### src/rtl/line_pixel_mixer_pkg.sv
// Shared widths, RGB444 field helpers and sync-polarity helpers for the pixel mixer.
package line_pixel_mixer_pkg;

  localparam int unsigned NUM_EDGES = 6;
  localparam int unsigned COLOR_W   = 12;
  localparam int unsigned CHAN_W    = 4;
  localparam int unsigned IDX_W     = 3;

  localparam logic [COLOR_W-1:0] PAL_RESET = 12'hFFF;

  function automatic logic [CHAN_W-1:0] rgb_r(input logic [COLOR_W-1:0] c);
    return c[11:8];
  endfunction

  function automatic logic [CHAN_W-1:0] rgb_g(input logic [COLOR_W-1:0] c);
    return c[7:4];
  endfunction

  function automatic logic [CHAN_W-1:0] rgb_b(input logic [COLOR_W-1:0] c);
    return c[3:0];
  endfunction

  // Idle level of a sync line: high when the sync pulse is active low.
  function automatic logic sync_inactive(input bit active_low);
    return active_low ? 1'b1 : 1'b0;
  endfunction

endpackage

### src/rtl/sync_delay_line.sv
// WIDTH-by-DEPTH shift register with a per-bit asynchronous reset value.
module sync_delay_line #(
  parameter int unsigned     WIDTH   = 1,
  parameter int unsigned     DEPTH   = 1,
  parameter logic [WIDTH-1:0] RST_VAL = '0
) (
  input  logic             clk,
  input  logic             rst_n,
  input  logic [WIDTH-1:0] d,
  output logic [WIDTH-1:0] q
);

  logic [WIDTH-1:0] stage [DEPTH];

  always_ff @(posedge clk or negedge rst_n) begin
    if (!rst_n) begin
      for (int i = 0; i < int'(DEPTH); i++) stage[i] <= RST_VAL;
    end else begin
      stage[0] <= d;
      for (int i = 1; i < int'(DEPTH); i++) stage[i] <= stage[i-1];
    end
  end

  assign q = stage[DEPTH-1];

endmodule

### src/rtl/line_pixel_mixer.sv
// Aligns VGA sync with the six edge-hit flags, resolves edge colour with palette and
// blinking highlight, and drives registered RGB/sync pins with frame-aligned palette commits.
module line_pixel_mixer
  import line_pixel_mixer_pkg::*;
#(
  parameter int unsigned        LINE_LAT        = 2,
  parameter int unsigned        BLINK_FRAMES    = 30,
  parameter logic [COLOR_W-1:0] BG_COLOR        = 12'h000,
  parameter logic [COLOR_W-1:0] HL_COLOR        = 12'hF00,
  parameter bit                 SYNC_ACTIVE_LOW = 1'b1
) (
  input  logic               CLK,
  input  logic               rst,
  input  logic               hsync_in,
  input  logic               vsync_in,
  input  logic               video_on_in,
  input  logic               onLine1,
  input  logic               onLine2,
  input  logic               onLine3,
  input  logic               onLine4,
  input  logic               onLine5,
  input  logic               onLine6,
  input  logic               pal_wr_en,
  input  logic [IDX_W-1:0]   pal_wr_addr,
  input  logic [COLOR_W-1:0] pal_wr_data,
  input  logic               pal_commit,
  output logic               pal_pending,
  output logic               pal_done,
  input  logic               hl_en,
  input  logic [IDX_W-1:0]   hl_sel,
  output logic [CHAN_W-1:0]  vga_r,
  output logic [CHAN_W-1:0]  vga_g,
  output logic [CHAN_W-1:0]  vga_b,
  output logic               hsync_out,
  output logic               vsync_out,
  output logic               frame_tick
);

  localparam logic         SYNC_IDLE = sync_inactive(SYNC_ACTIVE_LOW);
  localparam int unsigned  BLINK_W   = 8;

  logic                 hs_d, vs_d, von_d;
  logic                 vs_act_q;
  logic                 boundary_c;
  logic [BLINK_W-1:0]   blink_cnt;
  logic                 blink_phase;
  logic [COLOR_W-1:0]   shadow_pal [NUM_EDGES];
  logic [COLOR_W-1:0]   active_pal [NUM_EDGES];
  logic [NUM_EDGES-1:0] on_line;
  logic                 hit_c;
  logic [IDX_W-1:0]     edge_idx_c;
  logic [COLOR_W-1:0]   pix_color_c;

  sync_delay_line #(
    .WIDTH   (3),
    .DEPTH   (LINE_LAT),
    .RST_VAL ({SYNC_IDLE, SYNC_IDLE, 1'b0})
  ) u_sync_delay (
    .clk   (CLK),
    .rst_n (rst),
    .d     ({hsync_in, vsync_in, video_on_in}),
    .q     ({hs_d, vs_d, von_d})
  );

  assign on_line    = {onLine6, onLine5, onLine4, onLine3, onLine2, onLine1};
  assign boundary_c = (vs_d != SYNC_IDLE) && !vs_act_q;

  // Lowest-numbered asserted edge wins; highlight overrides its palette colour.
  always_comb begin
    hit_c       = 1'b0;
    edge_idx_c  = '0;
    pix_color_c = BG_COLOR;
    for (int k = int'(NUM_EDGES) - 1; k >= 0; k--) begin
      if (on_line[k]) begin
        hit_c      = 1'b1;
        edge_idx_c = IDX_W'(k);
      end
    end
    if (!von_d) begin
      pix_color_c = '0;
    end else if (hit_c) begin
      if (hl_en && (hl_sel == edge_idx_c) && blink_phase) pix_color_c = HL_COLOR;
      else                                                pix_color_c = active_pal[edge_idx_c];
    end
  end

  always_ff @(posedge CLK or negedge rst) begin
    if (!rst) begin
      vga_r      <= '0;
      vga_g      <= '0;
      vga_b      <= '0;
      hsync_out  <= SYNC_IDLE;
      vsync_out  <= SYNC_IDLE;
      vs_act_q   <= 1'b0;
      frame_tick <= 1'b0;
    end else begin
      vga_r      <= rgb_r(pix_color_c);
      vga_g      <= rgb_g(pix_color_c);
      vga_b      <= rgb_b(pix_color_c);
      hsync_out  <= hs_d;
      vsync_out  <= vs_d;
      vs_act_q   <= (vs_d != SYNC_IDLE);
      frame_tick <= boundary_c;
    end
  end

  // Blink phase toggles every BLINK_FRAMES frame boundaries.
  always_ff @(posedge CLK or negedge rst) begin
    if (!rst) begin
      blink_cnt   <= '0;
      blink_phase <= 1'b0;
    end else if (boundary_c) begin
      if (blink_cnt == BLINK_W'(BLINK_FRAMES - 1)) begin
        blink_cnt   <= '0;
        blink_phase <= ~blink_phase;
      end else begin
        blink_cnt <= blink_cnt + BLINK_W'(1);
      end
    end
  end

  // Shadow takes writes any time; active copies the pre-write shadow on a pending boundary.
  always_ff @(posedge CLK or negedge rst) begin
    if (!rst) begin
      for (int i = 0; i < int'(NUM_EDGES); i++) begin
        shadow_pal[i] <= PAL_RESET;
        active_pal[i] <= PAL_RESET;
      end
      pal_pending <= 1'b0;
      pal_done    <= 1'b0;
    end else begin
      if (pal_wr_en && (pal_wr_addr < IDX_W'(NUM_EDGES))) shadow_pal[pal_wr_addr] <= pal_wr_data;
      pal_done <= boundary_c && pal_pending;
      if (boundary_c && pal_pending) begin
        for (int i = 0; i < int'(NUM_EDGES); i++) active_pal[i] <= shadow_pal[i];
        pal_pending <= 1'b0;
      end else if (pal_commit) begin
        pal_pending <= 1'b1;
      end
    end
  end

endmodule

### config.mk
export PLATFORM = sky130hd
export DESIGN_NAME = line_pixel_mixer
export DESIGN_NICKNAME = d
export VERILOG_FILES = /design/src/rtl/line_pixel_mixer_pkg.sv /design/src/rtl/sync_delay_line.sv /design/src/rtl/line_pixel_mixer.sv
export SDC_FILE = /design/constraint.sdc
export NUM_CORES = 1
export LEC_CHECK = 0
export BUFFER_PORTS_ARGS = -buffer_cell sky130_fd_sc_hd__buf_2
export CORE_ASPECT_RATIO = 0.5
export CORE_UTILIZATION = 35
export DETAILED_ROUTE_END_ITERATION = 10
export PLACE_DENSITY = 0.47
export SLEW_MARGIN = 10
export SYNTH_ARGS = -nofsm -noshare
export SYNTH_HDL_FRONTEND = slang
export SYNTH_SLANG_ARGS = --single-unit
### constraint.sdc
create_clock -name CLK -period 3.5 [get_ports CLK]
set_clock_uncertainty 0.2 [all_clocks]
set_input_delay 0.7 -clock CLK [delete_from_list [all_inputs] [get_ports CLK]]
set_output_delay 0.7 -clock CLK [all_outputs]
set_load 0.005 [all_outputs]
==> impl_metrics.csv <==
group,metric,value,unit
yosys,synth_edf_count,0,
cts,cts_setup_buffers,0,
timing,period_share,0.6448,
placement,portBuffers,48,
yosys,postSynthCellCount,515,
cts,cts_buffer_depth,2,
timing,worst_slew_pin_slew,1.048,ns
cts,clk_pin_slew,0.07,ns
yosys,ys.flop_type,"dfstp_2",
detailed_routing,wirelength,16.47,mm
setup_path,rr_endpoint,"active_pal[9]",
setup_path,startpoint_type,"input pin",
setup_path,reg2reg_from,"u_sync_delay.q[1]",
timing,hold_violations,0,
global_routing,grt_max_degree,81,
finish,fillCellCount,1943,
yosys,ys_warn_count,0,
placement,hpwlAfterDp,10.53,mm
floorplan,core,0.02069,mm²
yosys,syn_area_per_cell,14.46,µm²
cts,clock_latency,0.43,ns
yosys,synth-seq-cells,177,
yosys,synth_area_leaders,"dfstp_2 (53%), mux2_2 (20%), dfrtp_1 (9.1%)",
setup_path,reg2reg_depth,5,
timing,tns,0,ns
finish,nets,615,
detailed_routing,wl_per_cell,19.00,µm
floorplan,die_h,105.2,µm
global_routing,grt_use_total,0.1643,
setup_path,cp.required,3.62,ns
yosys,yosysMostFrequentCell,"dfstp_2",
setup_path,crit_type,"in2reg",
floorplan,start_util,0.3599,
finish,layout-area-overhead-vs-synth,17.71,%
power,ir_drop,410.5,µV
timing,rsz0062_at_grt,"false",
floorplan,num_rows,37,
power,powerDensity,705.4,mW/mm²
yosys,synthArstFlopShare,1.000,
detailed_routing,via_per_inst,4.950,
timing,fmax,443.1,MHz
finish,drive_gt1_frac,0.6684,
placement,gp_congestion,0.7656,
placement,dp_cells,835,
power,p_leak,3.583,nW
finish,antennaDiodeCount,0,
timing,finalCriticalPeriod,2.257,ns
floorplan,dieArea,0.02190,mm²
timing,setup_viol,0,
setup_path,crit_arrival,2.38,ns
cts,cts_tree,"done",
cts,clock_tree.htree_level_count,4,
yosys,synth.cell_area,0.007448,mm²
floorplan,die_x,208.3,µm
setup_path,worst-r2r-setup-slack,1.37,ns
detailed_routing,drc_errors,0,
setup_path,crit_fanout,13,
floorplan,num_io_pins,49,
cts,numCtsBuffers,17,
detailed_routing,vias,4292,
detailed_routing,drt_iter0_markers,153,
setup_path,endpoint_kind,"flip-flop",
flow_run,maxCapViolations,0,
cts,cts_hold_buf,0,
yosys,ys_seq_area_frac,0.6199,
detailed_routing,detail-route-antenna-nets,0,
global_routing,grt_pass1_vias,4451,
yosys,yosys-top-cells-count,"dfstp_2 (150), mux2_2 (134), nand2_1 (34)",
detailed_routing,dr.pass1.iters,5,
cts,cts_resized,0,
timing,slew_headroom,0.2975,
timing,slew_violations,0,
yosys,yosysTopAreaCellShare,0.5291,
finish,fin_cells,867,
yosys,synth_nets,549,
global_routing,grt_antenna_before_repair,0,
yosys,synth_top_area_cell,"dfstp_2",
worst_hold_path,min_path_type,"in2async",
cts,cts.sinks,177,
yosys,synth_cell_types,43,
cts,cts_root_buf,"clkbuf_16",
global_routing,grt_pass1_wl,26.36,mm
run_status,status,"completed",
global_routing,grt_overflow,0,
==> worst max-delay path by stage <==
stage	from	endpoint	slack (ns)	cells after the start
floorplan	onLine5	vga_g[0]	1.07	5
finish	onLine2	vga_g[0]	1.24	6
detailed placement	onLine2	vga_g[0]	0.80	6
CTS	onLine2	vga_g[0]	1.29	6
global route	onLine2	vga_g[0]	1.20	6
global placement	onLine2	vga_g[0]	0.86	6
==> layer usage <==
layer / share of wire / track usage / up-vias
met3: 0.027 / 0.03366 / 18
li1: - / - / 1981
met2: 0.47 / 0.2508 / 48
met1: 0.49 / 0.2289 / 2245
met4: 0.017 / 0.06349 / 0
met5: 0 / 0 / -
==> sequential cells by signal, summed over array words and instances (netlist names) <==
signal and count:
pal_pending 1, vs_act_q 1, hsync_out 1, blink_phase 1
shadow_pal 72, active_pal 72, u_sync_delay.stage 3, vsync_out 1
pal_done 1, vga_b 4, vga_r 4, u_sync_delay.q 3
frame_tick 1, blink_cnt 8, vga_g 4
==> worst max-delay path, cell delays in order <==
cell and delay [ns]:
buf_2 0.25, inv_2 0.10, a221oi_4 0.36, xor2_1 0.12, o41a_2 0.63, and3_1 0.21
==> where the power goes <==
part	internal, W	switching, W	leakage, nW	total, W
Clock	0.00115	0.000862	0.305	0.00201
Sequential	0.00296	0.000285	1.92	0.00325
Combinational	0.000550	0.000378	1.36	0.000928
Total	0.00466	0.00152	3.58	0.00618
==> final cells by class <==
class / instances / area [µm²] / share of cell area
clock buffer: 17 / 425.4 / 0.04852
clock inverter: 15 / 202.7 / 0.02312
inverter: 4 / 15.01 / 0.001713
multi-input combinational: 312 / 2724 / 0.3107
sequential: 177 / 4617 / 0.5266
tap: 273 / 341.6 / 0.03896
timing repair buffer: 69 / 441.7 / 0.05038
==> metrics by stage <==
step / hold slack [ns] / power (W) / worst slack [ns] / instance area (µm²) / util
after detailed placement: 0.1485 / 0.004231 / 0.8009 / 8139 / 0.3933
final: 0.07062 / 0.006184 / 1.243 / 8767 / 0.4237
after CTS: 0.1131 / 0.006299 / 1.286 / 8767 / 0.4237
after floorplan: 0.1312 / 0.003875 / 1.070 / 7448 / -
after global routing: 0.1317 / 0.006550 / 1.199 / 8767 / 0.4237
after global placement: 0.1461 / 0.004205 / 0.8585 / 8139 / 0.3933
==> kinds of logic (layout without fill, tap and decap cells) <==
kind of cell    count (synthesis)  count (layout)  synth area share
flops                         177             177            0.6199
mux                           156             156            0.2340
simple gates                  103             103           0.07425
compound gates                 41              41           0.03931
buf+inv                        26             105           0.01747
xor+xnor                       10              10           0.01176
fa+ha+maj                       2               2          0.003359
==> placed cells by master (no fill, tap or decap), drive strengths merged, types with 4 or more instances in the layout <==
| master | n |
|---|---|
| dfstp | 150 |
| mux2 | 145 |
| buf | 69 |
| nand2 | 36 |
| dfrtp | 27 |
| and3 | 21 |
| clkbuf | 17 |
| nor2 | 14 |
| mux2i | 11 |
| a31oi | 10 |
| inv | 9 |
| a211oi | 8 |
| a21oi | 7 |
| nand2b | 6 |
| xor2 | 6 |
| o21ai | 6 |
| clkinv | 6 |
| nor3 | 5 |
| xnor2 | 4 |
| nand4 | 4 |
| or3 | 4 |
No activity file was read; power rests on OpenSTA's default activity.
